File: config.mk
export PLATFORM = sky130hd
export DESIGN_NAME = ddr_rd_arbiter
export DESIGN_NICKNAME = d
export VERILOG_FILES = /design/src/rtl/ddr_rd_arbiter_pkg.sv /design/src/rtl/ddr_rd_arbiter_rr_arb2.sv /design/src/rtl/ddr_rd_arbiter.sv
export SDC_FILE = /design/constraint.sdc
export NUM_CORES = 1
export LEC_CHECK = 0
export CORE_UTILIZATION = 45
export DETAILED_ROUTE_END_ITERATION = 8
export GPL_ROUTABILITY_DRIVEN = 1
export PLACE_DENSITY = 0.87
export SLEW_MARGIN = 10
export SYNTH_ARGS = -nofsm -noshare
export SYNTH_HDL_FRONTEND = slang
export SYNTH_SLANG_ARGS = --single-unit
File: constraint.sdc
create_clock -name clk -period 4.92 [get_ports clk]
set_input_delay 0.984 -clock clk [delete_from_list [all_inputs] [get_ports clk]]
set_output_delay 0.984 -clock clk [all_outputs]
set_load 0.05 [all_outputs]
File: src/rtl/ddr_rd_arbiter_pkg.sv
// Shared types for the DDR read-port arbiter: widths, FSM states, requester ids.
package ap_ddr_pkg;

    localparam int DDR_ADDR_WIDTH = 28;
    localparam int DDR_DATA_WIDTH = 64;
    localparam int ISA_WIDTH      = 30;
    localparam int LEN_WIDTH      = 10;

    typedef enum logic [1:0] {
        IDLE  = 2'd0,
        ISSUE = 2'd1,
        BURST = 2'd2,
        DONE  = 2'd3
    } state_e;

    typedef enum logic {
        REQ_ISA  = 1'b0,
        REQ_DATA = 1'b1
    } req_id_e;

endpackage

File: src/rtl/ddr_rd_arbiter_rr_arb2.sv
// Two-way round-robin pick: on a tie the side that did not win last time goes.
module rr_arb2
    import ap_ddr_pkg::*;
(
    input  logic [1:0] req,
    input  req_id_e    last_grant,
    output logic       gnt_valid,
    output req_id_e    gnt_id
);

    always_comb begin
        gnt_valid = |req;
        gnt_id    = REQ_ISA;
        if (&req) begin
            gnt_id = (last_grant == REQ_DATA) ? REQ_ISA : REQ_DATA;
        end else if (req[1]) begin
            gnt_id = REQ_DATA;
        end
    end

endmodule

File: src/rtl/ddr_rd_arbiter.sv
// Shares one DDR read-burst port between the instruction and data caches,
// one burst per grant, beats and running count returned to the winner only.
module ddr_rd_arbiter
    import ap_ddr_pkg::*;
(
    input  logic                      clk,
    input  logic                      rst,
    input  logic                      ISA_read_req,
    input  logic [DDR_ADDR_WIDTH-1:0] ISA_read_addr,
    input  logic [LEN_WIDTH-1:0]      isa_read_len,
    output logic [ISA_WIDTH-1:0]      instruction_to_cache,
    output logic [LEN_WIDTH-1:0]      rd_cnt_isa,
    output logic                      isa_data_valid,
    input  logic                      data_read_req,
    input  logic [DDR_ADDR_WIDTH-1:0] data_read_addr,
    input  logic [LEN_WIDTH-1:0]      data_read_len,
    output logic [DDR_DATA_WIDTH-1:0] data_to_cache,
    output logic [LEN_WIDTH-1:0]      rd_cnt_data,
    output logic                      data_data_valid,
    output logic                      rd_burst_req,
    output logic [DDR_ADDR_WIDTH-1:0] rd_burst_addr,
    output logic [LEN_WIDTH-1:0]      rd_burst_len,
    input  logic                      rd_burst_data_valid,
    input  logic [DDR_DATA_WIDTH-1:0] rd_burst_data,
    input  logic                      rd_burst_finish,
    output logic                      grant_isa
);

    state_e                      state_q, state_d;
    req_id_e                     winner_q, winner_d;
    req_id_e                     last_grant_q, last_grant_d;
    logic [DDR_ADDR_WIDTH-1:0]   addr_q, addr_d;
    logic [LEN_WIDTH-1:0]        len_q, len_d;
    logic                        abort_q, abort_d;
    logic                        rd_burst_req_q, rd_burst_req_d;
    logic                        grant_isa_q, grant_isa_d;
    logic                        isa_valid_q, isa_valid_d;
    logic                        data_valid_q, data_valid_d;
    logic [ISA_WIDTH-1:0]        isa_instr_q, isa_instr_d;
    logic [DDR_DATA_WIDTH-1:0]   data_beat_q, data_beat_d;
    logic [LEN_WIDTH-1:0]        cnt_isa_q, cnt_isa_d;
    logic [LEN_WIDTH-1:0]        cnt_data_q, cnt_data_d;

    logic                        gnt_valid;
    req_id_e                     gnt_id;
    logic                        win_req;
    logic [LEN_WIDTH-1:0]        win_cnt;
    logic [LEN_WIDTH-1:0]        cnt_inc;
    logic                        beat_ok;
    logic                        ddr_resp;

    // Zero-length requests never compete for the port.
    rr_arb2 u_rr_arb2 (
        .req        ({data_read_req & (data_read_len != '0),
                      ISA_read_req  & (isa_read_len  != '0)}),
        .last_grant (last_grant_q),
        .gnt_valid  (gnt_valid),
        .gnt_id     (gnt_id)
    );

    assign win_req  = (winner_q == REQ_ISA) ? ISA_read_req : data_read_req;
    assign win_cnt  = (winner_q == REQ_ISA) ? cnt_isa_q : cnt_data_q;
    assign cnt_inc  = win_cnt + LEN_WIDTH'(1);
    assign beat_ok  = rd_burst_data_valid & win_req & ~abort_q & (win_cnt < len_q);
    assign ddr_resp = rd_burst_data_valid | rd_burst_finish;

    always_comb begin
        state_d        = state_q;
        winner_d       = winner_q;
        last_grant_d   = last_grant_q;
        addr_d         = addr_q;
        len_d          = len_q;
        abort_d        = abort_q;
        rd_burst_req_d = rd_burst_req_q;
        isa_valid_d    = 1'b0;
        data_valid_d   = 1'b0;
        isa_instr_d    = isa_instr_q;
        data_beat_d    = data_beat_q;
        cnt_isa_d      = cnt_isa_q;
        cnt_data_d     = cnt_data_q;

        unique case (state_q)
            IDLE: begin
                rd_burst_req_d = 1'b0;
                if (gnt_valid) begin
                    winner_d = gnt_id;
                    abort_d  = 1'b0;
                    state_d  = ISSUE;
                    if (gnt_id == REQ_ISA) begin
                        addr_d    = ISA_read_addr;
                        len_d     = isa_read_len;
                        cnt_isa_d = '0;
                    end else begin
                        addr_d     = data_read_addr;
                        len_d      = data_read_len;
                        cnt_data_d = '0;
                    end
                end
            end
            ISSUE, BURST: begin
                if (state_q == ISSUE) begin
                    rd_burst_req_d = ~ddr_resp;
                    if (ddr_resp) state_d = BURST;
                end
                if (!win_req) begin
                    abort_d = 1'b1;
                    if (winner_q == REQ_ISA) cnt_isa_d = '0;
                    else cnt_data_d = '0;
                end
                if (beat_ok) begin
                    if (winner_q == REQ_ISA) begin
                        isa_valid_d = 1'b1;
                        isa_instr_d = rd_burst_data[ISA_WIDTH-1:0];
                        cnt_isa_d   = cnt_inc;
                    end else begin
                        data_valid_d = 1'b1;
                        data_beat_d  = rd_burst_data;
                        cnt_data_d   = cnt_inc;
                    end
                end
                // An abandoned burst must still drain: DDR cannot abort.
                if (abort_d) begin
                    if (rd_burst_finish) begin
                        state_d        = IDLE;
                        last_grant_d   = winner_q;
                        abort_d        = 1'b0;
                        rd_burst_req_d = 1'b0;
                    end
                end else if (rd_burst_finish || (beat_ok && cnt_inc == len_q)) begin
                    state_d        = DONE;
                    rd_burst_req_d = 1'b0;
                end
            end
            DONE: begin
                if (!win_req) begin
                    state_d      = IDLE;
                    last_grant_d = winner_q;
                    if (winner_q == REQ_ISA) cnt_isa_d = '0;
                    else cnt_data_d = '0;
                end
            end
        endcase

        grant_isa_d = (state_d != IDLE) && (winner_d == REQ_ISA);
    end

    always_ff @(posedge clk) begin
        if (rst) begin
            state_q        <= IDLE;
            winner_q       <= REQ_ISA;
            last_grant_q   <= REQ_DATA;
            addr_q         <= '0;
            len_q          <= '0;
            abort_q        <= 1'b0;
            rd_burst_req_q <= 1'b0;
            grant_isa_q    <= 1'b0;
            isa_valid_q    <= 1'b0;
            data_valid_q   <= 1'b0;
            isa_instr_q    <= '0;
            data_beat_q    <= '0;
            cnt_isa_q      <= '0;
            cnt_data_q     <= '0;
        end else begin
            state_q        <= state_d;
            winner_q       <= winner_d;
            last_grant_q   <= last_grant_d;
            addr_q         <= addr_d;
            len_q          <= len_d;
            abort_q        <= abort_d;
            rd_burst_req_q <= rd_burst_req_d;
            grant_isa_q    <= grant_isa_d;
            isa_valid_q    <= isa_valid_d;
            data_valid_q   <= data_valid_d;
            isa_instr_q    <= isa_instr_d;
            data_beat_q    <= data_beat_d;
            cnt_isa_q      <= cnt_isa_d;
            cnt_data_q     <= cnt_data_d;
        end
    end

    assign instruction_to_cache = isa_instr_q;
    assign rd_cnt_isa           = cnt_isa_q;
    assign isa_data_valid       = isa_valid_q;
    assign data_to_cache        = data_beat_q;
    assign rd_cnt_data          = cnt_data_q;
    assign data_data_valid      = data_valid_q;
    assign rd_burst_req         = rd_burst_req_q;
    assign rd_burst_addr        = addr_q;
    assign rd_burst_len         = len_q;
    assign grant_isa            = grant_isa_q;

endmodule
==> out/qor.yml, run 1 <==
drt:
  drt-initial-drc-count: 420
  met3_wirelength_mm: 2.53
  wl_per_cell_microns: 16.6
  firstDrtPassIters: 5
  vias: 7624
  routed_via_density: 5.39
  drtAntennaViolNets: 0
  top_layer: "met4"
  route.detailed.drc: 0
  route.met2.wl_mm: 11.5
  routed_wl_mm: 23.5
  drt-met1-wl_mm: 8.94
cts:
  postCtsHoldBufs: 0
  cts_buffers: 17
  post_cts_buffers: 0
  clk_path_buf_depth: 2
  clkLatencyLatePin_ns: 0.43
  root_buffer: "clkbuf_16"
  tritoncts: "done"
  clkTransAtPathRegs_ns: 0.07
  htree_levels: 4
  cts.sinks: 161
  ctsResizeCount: 0
sta:
  setup_viol: 0
  skew_ns: 0.0130
  slew_headroom: 0.314
  worst_pin_slew_ns: 1.03
  grt_setup_unrepaired: "false"
  slew_violations: 0
  fin_crit_ns: 3.97
  tns_ns: 0
  max_freq_ghz: 0.252
  fin_crit_sh: 0.806
  hold_viol: 0
power:
  p_leak_nw: 4.02
  sw_frac_of_total: 0.306
  power.density_mw_per_mm2: 326
  peakVddDrop_v: 0.000227
  clockPowerShare: 0.391
  intPower_mw: 2.51
  comb_power_share: 0.219
  seqPwrFrac: 0.390
  p_switching_mw: 1.11
critical_path:
  crit_family: "compound AO/OA/AOI/OAI gates"
  r2r-end: "data_to_cache[15]$_SDFFE_PP0P_"
  worstRegToRegCells: 9
  path_buf_inv: 2
  slowest_stage: "and3_4"
  cp_data_required_time_ns: 5.26
  cp_cell_sequence: "buf_4, mux2i_1, inv_1, ha_1, a2111oi_4, o21a_1, and3_4, nand2_1, a21oi_1"
  cp-end-kind: "flip-flop"
  critPathKind: "flip-flop to flip-flop"
  arrival_ns: 4.31
  cp_max_fo: 64
  crit_path_max_incr_delay_ns: 0.74
  crit_path_start_kind: "flip-flop"
  r2r-start: "winner_q$_SDFF_PP0_"
  r2r_slack_ns: 0.95
synth:
  yosysWarnings: 0
  synth-edff-count: 0
  ys.flop_type: "dfxtp_1"
  ys_async_sr_fraction: 0
  synth_cell_type_count: 67
  synth_seq_area_share: 0.432
  avgSynthCellArea_sq_um: 8.17
  ys_seq_elements: 161
  synth_cells: 914
  syn-cell-area_sq_mm: 0.00747
  syn_nets: 1075
min_path:
  holdCritStartpoint: "data_to_cache[36]$_SDFFE_PP0P_"
  holdPathEnd: "data_to_cache[36]$_SDFFE_PP0P_"
  min_path_type: "flip-flop to flip-flop"
  min_path_cells: 2
floorplanning:
  initial_core_util: 0.465
  die_area_sq_mm: 0.0171
  die_w_microns: 131
  num_rows: 46
  dieHeight_microns: 131
  io_pins: 302
  core_region_area_sq_mm: 0.0161
grt:
  antenna_found_initial: 1
  grt_pass1_wl_mm: 35.7
  grt_start_max_net_pins: 94
  grt_pass1_vias: 7332
  grt_overflow: 0
  grtUsageTotal: 0.268
placement:
  io_buffer_count: 301
  gp_congestion: 0.924
  hpwl_mm: 16.4
layout:
  drive_gt1_frac: 0.0794
  n_fill_cell: 1268
  mostFrequentLayoutCells: "clkdlybuf4s50_1, nand2_1, dfxtp_1"
  areaGrowthSynthToFinish_pct: 48.7
  nets: 1345
  final_common_cell: "clkdlybuf4s50_1"
  final_core_util: 0.692
outcome:
  status: "finished, final reports clean"
job:
  max-cap-violations: 0
==> final cells by class <==
type | count | area [sq um] | area share
well taps | 216 | 270 | 0.0243
flip-flops and latches | 161 | 3220 | 0.290
clock buffers | 18 | 439 | 0.0395
diodes | 1 | 2.50 | 0.000225
repair buffers | 311 | 3090 | 0.278
inverters | 33 | 124 | 0.0112
multi-input cells | 660 | 3770 | 0.339
clock inverters | 14 | 191 | 0.0172
==> sequential cells by signal, indices dropped and copies added (netlist names), 2 cells and up <==
name and flops:
rd_cnt_data 10, state_q 2, rd_burst_addr 28, data_to_cache 64
rd_burst_len 10, instruction_to_cache 30, rd_cnt_isa 10
==> worst register-to-register path: stages (launching register included) <==
cell and delay, ns:
dfxtp_1 0.66, buf_4 0.29, mux2i_1 0.39, inv_1 0.12
ha_1 0.36, a2111oi_4 0.53, o21a_1 0.41, and3_4 0.74
nand2_1 0.21, a21oi_1 0.18
==> kinds of logic after synthesis <==
family                     Yosys count  synth area share
xor gates and xnor gates            12            0.0159
DFF                                161             0.432
and+or+nand+nor                    387             0.219
AOI/OAI and AO/OA                  221             0.206
buffers and inverters               93            0.0670
muxes                               25            0.0345
adders and majority gates           15            0.0251
==> worst max-delay path by stage <==
stage | from | end | slack [ns] | cells after the start
floorplan | winner_q$_SDFF_PP0_ | rd_cnt_isa[0]$_SDFFE_PP0P_ | 2.00 | 13
detailed placement | data_read_req | data_to_cache[59]$_SDFFE_PP0P_ | 0.93 | 8
global placement | data_read_req | data_to_cache[1]$_SDFFE_PP0P_ | 1.03 | 8
CTS | winner_q$_SDFF_PP0_ | data_to_cache[15]$_SDFFE_PP0P_ | 1.05 | 12
global route | winner_q$_SDFF_PP0_ | data_to_cache[33]$_SDFFE_PP0P_ | 0.64 | 9
finish | winner_q$_SDFF_PP0_ | data_to_cache[15]$_SDFFE_PP0P_ | 0.95 | 9
==> cells in the mapped netlist (3+ instances only) <==
cell type | instances | area [sq um]
a211oi_1 | 6 | 45.0
a211oi_2 | 10 | 125
a21o_1 | 6 | 45.0
a21oi_1 | 97 | 485
a21oi_2 | 11 | 96.3
a22o_1 | 7 | 61.3
a22oi_1 | 5 | 37.5
a311oi_1 | 29 | 254
a32oi_1 | 3 | 26.3
and2_1 | 3 | 18.8
buf_2 | 9 | 45.0
buf_4 | 3 | 22.5
buf_6 | 6 | 67.6
buf_8 | 6 | 90.1
clkbuf_1 | 35 | 131
dfxtp_1 | 161 | 3220
ha_1 | 15 | 188
inv_1 | 31 | 116
mux2_2 | 6 | 67.6
mux2i_1 | 19 | 190
nand2_1 | 261 | 980
nand2_2 | 10 | 62.6
nand2b_1 | 7 | 43.8
nand3_1 | 6 | 30.0
nand4_1 | 5 | 31.3
nor2_1 | 59 | 221
nor3_1 | 8 | 40.0
nor4_1 | 4 | 25.0
o2111ai_1 | 4 | 35.0
o211ai_1 | 3 | 22.5
o21ai_0 | 21 | 105
or2_2 | 3 | 18.8
or3_1 | 3 | 18.8
xnor2_1 | 9 | 78.8
==> power groups by stage <==
stage | Combinational [mW] | Sequential, mW | Clock, mW
5_1_grt | 0.844 | 1.42 | 1.50
3_5_place_dp | 0.786 | 1.44 | 0
4_1_cts | 0.791 | 1.41 | 1.44
2_1_floorplan | 0.289 | 1.64 | 0
6_report | 0.793 | 1.41 | 1.42
3_3_place_gp | 0.773 | 1.44 | 0
==> metrics by stage <==
| stage | power, mW | instance area [sq um] | setup slack [ns] | hold WS, ns | std cells |
|---|---|---|---|---|---|
| 6_report | 3.62 | 11100 | 0.954 | 0.455 | 1414 |
| 2_1_floorplan | 1.93 | 7470 | 2.00 | 0.455 | 914 |
| 3_3_place_gp | 2.21 | 10500 | 1.03 | 0.440 | 1381 |
| 4_1_cts | 3.64 | 11100 | 1.05 | 0.455 | 1413 |
| 3_5_place_dp | 2.23 | 10500 | 0.928 | 0.446 | 1381 |
| 5_1_grt | 3.77 | 11100 | 0.637 | 0.472 | 1414 |
==> routing by layer <==
layer / vias to the layer above / track usage
met5: - / 0
met4: 0 / 0.107
met3: 49 / 0.107
met2: 356 / 0.474
met1: 3540 / 0.283
li1: 3679 / -
(Power assumes the default switching activity.)
==> run 2, diff against run 1 <==
- CORE_UTILIZATION: 45 -> 44
- PLACE_DENSITY: 0.87 -> 0.85
- clock period: 4.92 -> 3.9 ns (I/O delays scaled with it)
==> run 2 against run 1 <==
Final area up 0.34%. Flip-flop and latch count unchanged. Via count up 1.4%. Clock skew about the same. Sequential share of layout area down 0.098 points. Count of clock-buffer cells in the layout unchanged. Setup slack worse by 0.52 ns.
==> out/qor.yml, run 2 (synthesis gave the netlist of run 1 again) <==
outcome:
  status: "finished, final reports clean"
min_path:
  holdCritStartpoint: "data_to_cache[15]$_SDFFE_PP0P_"
  min_path_cells: 2
  min_path_type: "flip-flop to flip-flop"
  holdPathEnd: "data_to_cache[15]$_SDFFE_PP0P_"
sta:
  fin_crit_sh: 0.888
  grt_setup_unrepaired: "false"
  slew_violations: 0
  max_freq_ghz: 0.289
  fin_crit_ns: 3.46
  fin_hold_ws_ns: 0.454
  worst_pin_slew_ns: 0.803
  hold_viol: 0
  setup_viol: 0
  skew_ns: 0.0134
  tns_ns: 0
  slew_headroom: 0.465
drt:
  routed_wl_mm: 23.4
  wl_per_cell_microns: 16.5
  drt-initial-drc-count: 506
  route.detailed.drc: 0
  routed_via_density: 5.43
  firstDrtPassIters: 5
  drtAntennaViolNets: 0
  vias: 7728
power:
  p_leak_nw: 4.03
  totalPowerFinal_mw: 4.47
  peakVddDrop_v: 0.000285
  power.density_mw_per_mm2: 401
grt:
  grt_pass1_vias: 7330
  grt_overflow: 0
  antenna_found_initial: 0
  grt_pass1_wl_mm: 36.9
  grtUsageTotal: 0.262
  grt_start_max_net_pins: 87
placement:
  gp_congestion: 0.926
  hpwl_mm: 16.7
  io_buffer_count: 301
layout:
  final_common_cell: "clkdlybuf4s50_1"
  n_fill_cell: 1352
  diodes: 0
  regArea_sq_mm: 0.00322
  nets: 1353
  areaGrowthSynthToFinish_pct: 49.2
  multi_input_area_sq_mm: 0.00377
  mostFrequentLayoutCells: "clkdlybuf4s50_1, nand2_1, dfxtp_1"
  largest_reg_flops: 64
  drive_gt1_frac: 0.0839
cts:
  ctsResizeCount: 0
  root_buffer: "clkbuf_16"
  post_cts_buffers: 0
  clkTransAtPathRegs_ns: 0.07
  cts.sinks: 161
  tritoncts: "done"
  cts_buffers: 17
  htree_levels: 4
  postCtsHoldBufs: 0
  clk_path_buf_depth: 2
  clkLatencyLatePin_ns: 0.43
floorplanning:
  initial_core_util: 0.450
  io_pins: 302
  die_area_sq_mm: 0.0175
  dieHeight_microns: 132
  num_rows: 47
  die_w_microns: 132
  core_region_area_sq_mm: 0.0166
critical_path:
  slowest_stage: "dfxtp_1"
  r2r-end: "data_to_cache[33]$_SDFFE_PP0P_"
  cp_cell_sequence: "buf_4, mux2_2, ha_1, a211oi_1, nand2_1, nor3_1, o21a_1, and3_4, buf_4, nand2_1, a21oi_1"
  arrival_ns: 3.81
  worstRegToRegCells: 11
  critPathKind: "flip-flop to flip-flop"
  path_buf_inv: 2
  cp_max_fo: 26
  r2r_slack_ns: 0.44
  cp_data_required_time_ns: 4.25
  cp-end-kind: "flip-flop"
  crit_path_start_kind: "flip-flop"
  crit_family: "compound AO/OA/AOI/OAI gates"
  r2r-start: "winner_q$_SDFF_PP0_"
  crit_path_max_incr_delay_ns: 0.72
job:
  max-cap-violations: 0
==> run 2: cell type report <==
| class | count | share of cell area |
|---|---|---|
| well taps | 220 | 0.0247 |
| inverters | 33 | 0.0111 |
| clock buffers | 18 | 0.0385 |
| flip-flops and latches | 161 | 0.289 |
| multi-input cells | 660 | 0.338 |
| clock inverters | 13 | 0.0136 |
| repair buffers | 319 | 0.285 |
==> run 2: worst max path at each step <==
stage                        start                        endpoint  slack, ns  cells past startpoint
2_1_floorplan  winner_q$_SDFF_PP0_      rd_cnt_isa[0]$_SDFFE_PP0P_       0.98                     13
3_3_place_gp   winner_q$_SDFF_PP0_  data_to_cache[16]$_SDFFE_PP0P_       0.56                     11
3_5_place_dp   winner_q$_SDFF_PP0_  data_to_cache[33]$_SDFFE_PP0P_       0.46                     11
4_1_cts        winner_q$_SDFF_PP0_  data_to_cache[33]$_SDFFE_PP0P_       0.45                     11
5_1_grt        winner_q$_SDFF_PP0_  data_to_cache[18]$_SDFFE_PP0P_       0.23                     10
6_report       winner_q$_SDFF_PP0_  data_to_cache[33]$_SDFFE_PP0P_       0.44                     11
==> run 2: routing by layer <==
metal,wire length [microns],GRT usage,share of wire,vias up
met5,0,0,0,-
met3,2350,0.0854,0.10,45
li1,-,-,-,3693
met2,11100,0.454,0.48,392
met4,427,0.0939,0.018,0
met1,9510,0.302,0.41,3598
==> run 2: tightest hold or removal path, stage by stage, from the launching register on <==
cell	delay, ns
dfxtp_1	0.31
nand2_1	0.05
a21oi_1	0.05
==> run 2: through the flow <==
| step | worst slack [ns] | cells | util | area, sq um |
|---|---|---|---|---|
| floorplan | 0.975 | 914 | - | 7470 |
| global placement | 0.556 | 1393 | 0.637 | 10600 |
| detailed placement | 0.459 | 1393 | 0.637 | 10600 |
| CTS | 0.449 | 1424 | 0.672 | 11100 |
| global route | 0.232 | 1424 | 0.672 | 11100 |
| finish | 0.438 | 1424 | 0.672 | 11100 |
==> run 2: where the power goes <==
group	total, mW	internal, mW	switching (mW)
Sequential	1.79	1.72	0.0619
Clock	1.67	0.954	0.717
Combinational	1.01	0.403	0.607
